File: config.mk
export PLATFORM = sky130hd
export DESIGN_NAME = debugport_ctrl
export DESIGN_NICKNAME = d
export VERILOG_FILES = /design/src/rtl/debugport_ctrl.sv
export SDC_FILE = /design/constraint.sdc
export NUM_CORES = 1
export LEC_CHECK = 0
export ABC_AREA = 1
export BUFFER_PORTS_ARGS = -buffer_cell sky130_fd_sc_hd__clkbuf_2
export CORE_MARGIN = 2
export CORE_UTILIZATION = 55
export CTS_BUF_LIST = sky130_fd_sc_hd__clkbuf_8
export CTS_CLUSTER_DIAMETER = 100
export DETAILED_ROUTE_END_ITERATION = 10
export GPL_TIMING_DRIVEN = 0
export PLACE_DENSITY = 0.81
export SLEW_MARGIN = 15
export SYNTH_ARGS = -nofsm -noshare
export SYNTH_HDL_FRONTEND = slang
export SYNTH_SLANG_ARGS = --single-unit
File: constraint.sdc
create_clock -name clk -period 1.9 [get_ports clk]
set_input_delay 0.38 -clock clk [delete_from_list [all_inputs] [get_ports clk]]
set_output_delay 0.38 -clock clk [all_outputs]
set_load 0.05 [all_outputs]
File: src/rtl/debugport_ctrl.sv
// debugport_ctrl: memory-mapped byte FIFO drained onto a strobed debug port.
// Registers: 0x0 DATA, 0x4 CTRL, 0x8 STATUS, 0xC OVFCNT (optional).
// Optional feature macro: DEBUGPORT_OVF_COUNT_EN enables the 16-bit saturating
// dropped-push counter at 0xC; without it 0xC reads 0 and writes are ignored.
module debugport_ctrl #(
  parameter int unsigned FIFO_DEPTH = 16,
  parameter logic [7:0]  GAP_RESET  = 8'd0,
  parameter logic        EN_RESET   = 1'b1
) (
  input  logic        clk,
  input  logic        rst,
  input  logic        req_valid,
  input  logic        req_write,
  input  logic [3:0]  req_addr,
  input  logic [31:0] req_wdata,
  output logic        rsp_valid,
  output logic [31:0] rsp_rdata,
  output logic        debugport_en,
  output logic [7:0]  debugport
);

  localparam int unsigned AW = (FIFO_DEPTH > 1) ? $clog2(FIFO_DEPTH) : 1;
  localparam int unsigned LW = AW + 1;

  localparam logic [1:0] RegData   = 2'd0;
  localparam logic [1:0] RegCtrl   = 2'd1;
  localparam logic [1:0] RegStatus = 2'd2;
  localparam logic [1:0] RegOvfCnt = 2'd3;

  typedef enum logic [1:0] {StIdle, StEmit, StGap} state_e;

  // Bus decode
  logic [1:0]  w_sel;
  logic        w_wr;
  logic        w_push_req;
  logic        w_ctrl_wr;
  logic        w_status_wr;
  logic        w_flush;

  // FIFO
  logic [7:0]    r_mem [FIFO_DEPTH];
  logic [AW-1:0] r_wr_ptr;
  logic [AW-1:0] r_rd_ptr;
  logic [LW-1:0] r_level;
  logic          w_full;
  logic          w_empty;
  logic          w_push;
  logic          w_drop;
  logic          w_pop;
  logic [7:0]    w_level8;

  // Control / status
  logic        r_enable;
  logic [7:0]  r_gap;
  logic        r_ovf;
  logic [31:0] w_ovfcnt_rd;
  logic [31:0] w_rdata;

  // Response
  logic        r_rsp_valid;
  logic [31:0] r_rsp_rdata;

  // Output FSM
  state_e      r_state;
  state_e      w_state_next;
  logic [7:0]  r_cnt;
  logic        w_cnt_load;
  logic        w_cnt_dec;
  logic        r_dp_en;
  logic [7:0]  r_dp;

  logic        w_unused;

  assign w_sel       = req_addr[3:2];
  assign w_wr        = req_valid && req_write;
  assign w_push_req  = w_wr && (w_sel == RegData);
  assign w_ctrl_wr   = w_wr && (w_sel == RegCtrl);
  assign w_status_wr = w_wr && (w_sel == RegStatus);
  assign w_flush     = w_ctrl_wr && req_wdata[1];

  // Full/empty reflect the level at the start of the cycle; a push to a full
  // FIFO is dropped even if the FSM pops in the same cycle.
  assign w_full   = (r_level == LW'(FIFO_DEPTH));
  assign w_empty  = (r_level == '0);
  assign w_push   = w_push_req && !w_full;
  assign w_drop   = w_push_req && w_full;
  assign w_level8 = 8'(r_level);

  // Only the low address bits and upper write-data half carry no meaning
  assign w_unused = ^{req_addr[1:0], req_wdata[31:16]};

  // FIFO storage; contents need no reset
  always_ff @(posedge clk) begin
    if (w_push) begin
      r_mem[r_wr_ptr] <= req_wdata[7:0];
    end
  end

  // FIFO pointers and level; flush wins over a same-cycle pop
  always_ff @(posedge clk) begin
    if (!rst) begin
      r_wr_ptr <= '0;
      r_rd_ptr <= '0;
      r_level  <= '0;
    end else if (w_flush) begin
      r_wr_ptr <= '0;
      r_rd_ptr <= '0;
      r_level  <= '0;
    end else begin
      if (w_push) begin
        r_wr_ptr <= r_wr_ptr + AW'(1);
      end
      if (w_pop) begin
        r_rd_ptr <= r_rd_ptr + AW'(1);
      end
      case ({w_push, w_pop})
        2'b10:   r_level <= r_level + LW'(1);
        2'b01:   r_level <= r_level - LW'(1);
        default: r_level <= r_level;
      endcase
    end
  end

  // CTRL fields and sticky overflow flag
  always_ff @(posedge clk) begin
    if (!rst) begin
      r_enable <= EN_RESET;
      r_gap    <= GAP_RESET;
      r_ovf    <= 1'b0;
    end else begin
      if (w_ctrl_wr) begin
        r_enable <= req_wdata[0];
        r_gap    <= req_wdata[15:8];
      end
      if (w_drop) begin
        r_ovf <= 1'b1;
      end else if (w_status_wr && req_wdata[2]) begin
        r_ovf <= 1'b0;
      end
    end
  end

`ifdef DEBUGPORT_OVF_COUNT_EN
  logic        w_ovfcnt_wr;
  logic [15:0] r_ovf_cnt;

  assign w_ovfcnt_wr = w_wr && (w_sel == RegOvfCnt);
  assign w_ovfcnt_rd = {16'h0, r_ovf_cnt};

  // Saturating count of dropped pushes; any write to OVFCNT clears it
  always_ff @(posedge clk) begin
    if (!rst) begin
      r_ovf_cnt <= 16'h0;
    end else if (w_ovfcnt_wr) begin
      r_ovf_cnt <= 16'h0;
    end else if (w_drop && (r_ovf_cnt != 16'hFFFF)) begin
      r_ovf_cnt <= r_ovf_cnt + 16'd1;
    end
  end
`else
  assign w_ovfcnt_rd = 32'h0;
`endif

  // Read data mux from current register state
  always_comb begin
    w_rdata = 32'h0;
    unique case (w_sel)
      RegData:   w_rdata = 32'h0;
      RegCtrl:   w_rdata = {16'h0, r_gap, 7'h0, r_enable};
      RegStatus: w_rdata = {16'h0, w_level8, 5'h0, r_ovf, w_empty, w_full};
      RegOvfCnt: w_rdata = w_ovfcnt_rd;
      default:   w_rdata = 32'h0;
    endcase
  end

  // Registered response one cycle after every request; writes return 0
  always_ff @(posedge clk) begin
    if (!rst) begin
      r_rsp_valid <= 1'b0;
      r_rsp_rdata <= 32'h0;
    end else begin
      r_rsp_valid <= req_valid;
      r_rsp_rdata <= (req_valid && !req_write) ? w_rdata : 32'h0;
    end
  end

  // Output FSM state register
  always_ff @(posedge clk) begin
    if (!rst) begin
      r_state <= StIdle;
    end else begin
      r_state <= w_state_next;
    end
  end

  // Output FSM next-state logic
  always_comb begin
    w_state_next = r_state;
    unique case (r_state)
      StIdle: begin
        if (r_enable && !w_empty) begin
          w_state_next = StEmit;
        end
      end
      StEmit: begin
        w_state_next = (r_gap != 8'd0) ? StGap : StIdle;
      end
      StGap: begin
        if (r_cnt <= 8'd1) begin
          w_state_next = StIdle;
        end
      end
      default: w_state_next = StIdle;
    endcase
  end

  // Output FSM decoded controls; EMIT entered via a flush race pops nothing
  always_comb begin
    w_pop      = 1'b0;
    w_cnt_load = 1'b0;
    w_cnt_dec  = 1'b0;
    unique case (r_state)
      StEmit: begin
        w_pop      = !w_empty;
        w_cnt_load = 1'b1;
      end
      StGap: begin
        w_cnt_dec = (r_cnt != 8'd0);
      end
      default: begin
        w_pop = 1'b0;
      end
    endcase
  end

  // Gap counter: loaded with the gap sampled at EMIT, so later CTRL writes
  // only affect the following byte
  always_ff @(posedge clk) begin
    if (!rst) begin
      r_cnt <= 8'd0;
    end else if (w_cnt_load) begin
      r_cnt <= r_gap;
    end else if (w_cnt_dec) begin
      r_cnt <= r_cnt - 8'd1;
    end
  end

  // Registered debug port; the byte holds between strobes
  always_ff @(posedge clk) begin
    if (!rst) begin
      r_dp_en <= 1'b0;
      r_dp    <= 8'h00;
    end else begin
      r_dp_en <= w_pop;
      if (w_pop) begin
        r_dp <= r_mem[r_rd_ptr];
      end
    end
  end

  assign rsp_valid    = r_rsp_valid;
  assign rsp_rdata    = r_rsp_rdata;
  assign debugport_en = r_dp_en;
  assign debugport    = r_dp;

endmodule

After elaboration in Yosys (flattened, before gate mapping)
Memory sizes are Yosys's and may differ from the RTL's. A register that Yosys moved wholly into a read port is not among the register bits.
Cells that the tools add are included.
{"block": "totals", "n_memories": 1, "ramBits": 128, "output_inout_bits": 42, "regBits": 67, "input_bits": 40}
{"name": "r_mem", "depth": 16, "width": 8, "read_ports": 1, "rd_ports_with_merged_regs": 1, "wr": 1, "line": "41", "rtl": "logic [7:0] r_mem [FIFO_DEPTH];"}
{"block": "op_classes", "magnitude_cmp": 1, "n_mux": 15, "bitwise_logic": 1, "eq_ne": 10, "n_addsub": 5, "reduce_logical": 26}
{"operator": "32-bit case mux with 3 select lines", "n": 1}
{"operator": "8-bit two-way mux", "n": 2}
{"operator": "8-bit nonzero test", "n": 2}
{"operator": "1-bit logical AND", "n": 10}
{"operator": "5-bit case mux with 2 select lines", "n": 1}
{"operator": "4-bit by 1-bit adder with 4-bit output, second input constant", "n": 2}
{"operator": "2-bit equality test, second input constant", "n": 4}
{"operator": "8-bit by 1-bit <= comparator with 1-bit output, second input constant", "n": 1}
{"operator": "8-bit by 1-bit subtractor with 8-bit output, second input constant", "n": 1}
{"operator": "1-bit two-way mux", "n": 7}
{"operator": "2-bit by 1-bit equality test with 1-bit output, second input constant", "n": 3}
{"operator": "2-bit two-way mux", "n": 3}
{"operator": "2-bit case mux with 3 select lines", "n": 1}
{"operator": "2-bit nonzero test", "n": 3}
{"operator": "5-bit by 1-bit adder with 5-bit output, second input constant", "n": 1}
{"operator": "5-bit equality test, second input constant", "n": 1}
{"operator": "5-bit logical NOT", "n": 1}
{"operator": "5-bit by 1-bit subtractor with 5-bit output, second input constant", "n": 1}
{"operator": "1-bit logical NOT", "n": 4}
{"operator": "2-bit logical NOT", "n": 2}
{"operator": "2-bit inequality test, second input constant", "n": 2}
{"operator": "2-bit AND reduction", "n": 2}
{"operator": "2-bit OR reduction", "n": 2}
{"operator": "1-bit NOT", "n": 1}

Depth between registers and ports, before layout
{"block": "depth", "depth_word": 5, "depth_mapped": 17}

Worst setup path before layout
No wires, ideal clock.
{"block": "synth_timing", "path_kind": "register to register", "from": "register r_level[0]", "to": "register r_level[4]", "slack_ps": -131, "synth_period_minus_slack_ps": 2031, "required_time_ps": 1773, "path_stages_with_launch": 17, "n_path_buf": 1, "setup_ps": 127, "t_arrival_ps": 1904, "cell_sequence": "dfxtp_1 > nor2_4 > nand4_2 > nand2_4 > inv_2 > buf_4 > ha_1 > xor2_1 > ha_1 > inv_1 > nand2_1 > nand3_1 > nand2_1 > nand2_1 > nand2_1 > nand2_1 > a21oi_1"}
{"block": "synth_via", "elab_chain_cells": 5, "elab_cells_between_ends": 12}
{"item": "from (decl)", "line": "44", "rtl": "logic [LW-1:0] r_level;"}
{"item": "from (signal assigned)", "line": "117", "rtl": "2'b10: r_level <= r_level + LW'(1);"}
{"item": "from (signal assigned)", "line": "118", "rtl": "2'b01: r_level <= r_level - LW'(1);"}
{"item": "from (signal assigned)", "line": "119", "rtl": "default: r_level <= r_level;"}
{"item": "5-bit logical NOT (*)", "line": "84", "rtl": "assign w_empty = (r_level == '0);"}
{"item": "1-bit logical NOT (*)", "line": "224", "rtl": "w_pop = !w_empty;"}
{"item": "1-bit two-way mux (*)", "line": "222", "rtl": "unique case (r_state)"}
{"item": "net w_pop", "line": "49", "rtl": "logic w_pop;"}
{"item": "2-bit by 1-bit equality test with 1-bit output / 2-bit equality test (equally long branches)", "line": "116", "rtl": "case ({w_push, w_pop})"}
{"item": "5-bit case mux with 2 select lines / 2-bit nonzero test (equally long branches)"}
Mark *: on every way through the listed nets, which the timed path passes. The rest lies on a longest branch.
A chain may end at the register's enable or synchronous reset.

Final worst setup path
{"block": "layout_timing", "from": "register r_level[3]", "to": "register r_level[4]"}
Same word-level chain as after synthesis.

==> results.py <==
metrics = {
    "outcome": {
        "status": "complete, but fails checks",
        "violations": "negative setup slack",
    },
    "placement": {
        "gp_congestion": 0.9734,
        "port_buffers": 41,
        "dp_cells": 1131,
        "dp_slack_ns": -0.3325,
        "dpl_cell_area_um2": 8750,
        "dp_hpwl_mm": 12.12,
    },
    "worst_hold_path": {
        "min_path_type": "input pin to flop",
    },
    "critical_path": {
        "cp_num_buf_inv": 4,
        "cp_data_required_time_ns": 2.29,
        "end_kind": "flop",
        "slowest_stage": "dfxtp_4",
        "path_delay_family": "simple AND/OR/NAND/NOR gates",
        "start_kind": "flop",
        "crit_path_max_fanout": 4,
        "cp_slowest_stage_delay_ns": 0.36,
        "worst_path_most_repeated_cell": "nand2_1",
        "crit_path_cell_trace": "nor2_4 -> nand4_4 -> nand2_4 -> inv_4 -> buf_8 -> ha_4 -> ha_4 -> inv_1 -> o21bai_1 -> inv_1 -> nand2_1 -> nand2_1 -> nand2_1 -> nand2_1 -> a21oi_2",
        "worst-setup-path-type": "flop to flop",
        "critical_path_arrival_ns": 2.52,
    },
    "floorplan": {
        "core_area_um2": 14590,
        "ios": 82,
        "die_area_um2": 15930,
        "die_width_um": 126.2,
        "rows": 44,
        "start_util_pct": 56.30,
        "die_y_um": 126.2,
    },
    "sta": {
        "worst_pin_slew_ns": 0.5560,
        "timing.setup.tns_ns": -0.5319,
        "rsz0062_at_grt": "true",
        "finClkSkew_ns": 0.008140,
        "fmax_ghz": 0.4711,
        "drv_slew": 0,
        "fin_crit_ns": 2.123,
        "period_share_pct": 111.7,
        "setup_viol": 3,
        "hold_viol": 0,
        "fin_ws_ns": -0.2227,
        "maxSlewHeadroom_pct": 62.93,
    },
    "power": {
        "p_leak_nw": 4.094,
        "p_seq_share_pct": 56.0,
        "p_comb_share_pct": 10.0,
        "clockPowerShare_pct": 34.0,
        "internal_power_w": 0.005807,
        "powerDensity_nw_per_um2": 811.6,
        "swShare_pct": 24.52,
        "irDropWorstVdd_mv": 0.5399,
        "p_switching_w": 0.001886,
    },
    "finish": {
        "areaGrowthSynthToFinish_pct": 15.40,
        "n_antenna_cell": 0,
        "fin_nets": 1031,
        "seq_area_um2": 4938,
        "drive_gt1_share_pct": 19.66,
        "multi_input_area_um2": 2765,
        "fin_area_um2": 9479,
        "fin_cells": 1176,
        "nFillCells": 1119,
    },
    "cts": {
        "cts_hold_buf": 0,
        "clock_sinks": 182,
        "htree_levels": 4,
        "cts_tree": "done",
        "clk_latency_ns": 0.46,
        "clk_pin_slew_worst_paths_ns": 0.09,
        "cts_buffer_depth": 2,
        "root_buffer": "clkbuf_8",
        "numCtsBuffers": 17,
    },
    "global_routing": {
        "antenna_found_initial": 0,
        "grt_usage_pct": 22.75,
        "grt_max_degree": 18,
        "grt_overflow": 0,
        "grt_pass1_vias": 5642,
        "grt_pass1_wl_mm": 27.77,
    },
    "routing": {
        "vias": 6175,
        "drtIter0Drc": 679,
        "via_per_inst": 5.251,
        "routed_wl_mm": 18.14,
        "first_pass_iters": 7,
        "wl_per_cell_um": 15.43,
        "final_antenna_net_count": 0,
        "drc": 0,
    },
    "logic_synthesis": {
        "synth-edff-count": 128,
        "ys_ff_latch": 182,
        "ys_top_cells_by_count": "nand2_1, edfxtp_1, inv_1",
        "yosysTopAreaCell": "edfxtp_1",
        "syn-instance-count": 886,
        "synth_flop_cell": "edfxtp_1",
        "synth_area_per_cell_um2": 9.271,
        "yosysUniqueCellTypes": 38,
        "yosysWarnings": 0,
        "yosysTopAreaCellShare_pct": 46.79,
        "yosys-top-cells-area": "edfxtp_1, dfxtp_1, nand2_1, nand3_1, inv_1",
        "synth.most_common_cell": "nand2_1",
        "ys_seq_area_share_pct": 59.95,
        "async_flop_share_pct": 0,
        "syn_area_um2": 8214,
    },
    "job": {
        "maxCapViolCount": 0,
    },
}
[layer usage]
metal	up-vias	wire length (um)	global-route usage (%)
met5	-	0	0
met4	0	429	8.209
met3	39	1317	4.333
met2	248	9082	38.33
met1	2883	7313	29.57
li1	3005	-	-
[stage by stage]
step                      hold WS [ns]  utilization, %  total power [W]
after CTS                       0.1795           63.39         0.007669
final                           0.1994           64.97         0.007693
after global routing            0.2138           64.97         0.007917
after detailed placement        0.4492           59.97         0.005114
after floorplan                 0.4086               -         0.004936
after global placement          0.4443           59.97         0.005100
[power by group through the flow]
stage / clock network (W) / registers (W) / logic (W)
2_1_floorplan: 0 / 0.00442 / 0.000512
3_3_place_gp: 0 / 0.00440 / 0.000701
3_5_place_dp: 0 / 0.00440 / 0.000714
4_1_cts: 0.00263 / 0.00431 / 0.000732
5_1_grt: 0.00277 / 0.00432 / 0.000835
6_report: 0.00261 / 0.00431 / 0.000770
[kinds of logic (layout without fill, tap and decap cells)]
kind of cell	Yosys count	after routing	synth area share, %
AO/OA/AOI/OAI	56	56	3.915
flip-flops	182	182	59.95
other	1	21	0.04565
buffers and inverters	179	265	10.05
AND/OR/NAND/NOR	448	448	23.35
adder cells (fa/ha/maj)	12	12	1.828
XOR/XNOR	8	8	0.8530
[sequential cells by signal (all words and copies together), names as in the netlist]
register / count
debugport: 8
debugport_en: 1
r_cnt: 8
r_enable: 1
r_gap: 8
r_level: 5
r_mem: 128
r_ovf: 1
r_rd_ptr: 4
r_state: 2
r_wr_ptr: 4
rsp_rdata: 11
rsp_valid: 1
[layout by cell type (no fill, tap or decap), types with 6 or more instances in the layout]
master,synthesis,layout
nor2_4,3,19
dfxtp_1,54,47
buf_2,17,17
ha_1,12,9
nand2_1,269,262
clkbuf_8,0,17
inv_1,116,117
a21oi_1,26,25
conb_1,1,21
nand3_1,109,106
edfxtp_1,128,128
o21ai_0,16,16
nand4_1,6,6
nor2_1,50,34
clkbuf_2,0,41
buf_4,29,39
inv_2,9,10
[worst reg2reg max path, delay by kind of cell (launching register included)]
kind	cells	cell delay (ns)
flops	1	0.36
buf+inv	4	0.31
simple gates	7	0.61
compound gates	2	0.30
fa+ha+maj	2	0.46
[final cells by class]
type | count | area share, %
sequential | 182 | 52.10
multi-input combinational | 545 | 29.17
inverter | 126 | 5.029
buffer | 53 | 3.788
timing repair buffer | 54 | 3.273
clock buffer | 17 | 2.468
tap | 184 | 2.429
clock inverter | 15 | 1.742
[path summary, 6_finish.rpt]
| path | depth (start not counted) | startpoint | endpoint | slack [ns] |
|---|---|---|---|---|
| max | 15 | r_level[3] | r_level[4] | -0.22 |
| min | 3 | req_wdata[14] | r_gap[6] | 0.20 |
| max reg2reg | 15 | r_level[3] | r_level[4] | -0.22 |
| min reg2reg | 1 | r_state[0] | r_state[0] | 0.46 |
[what timing repair did]
item                       4_1_cts  5_1_grt
setup endpoints to repair      131      127
pin swaps                        2       19
buffers inserted                 4        9
gates resized for setup         25       42
No activity file was read; power rests on OpenSTA's default activity.
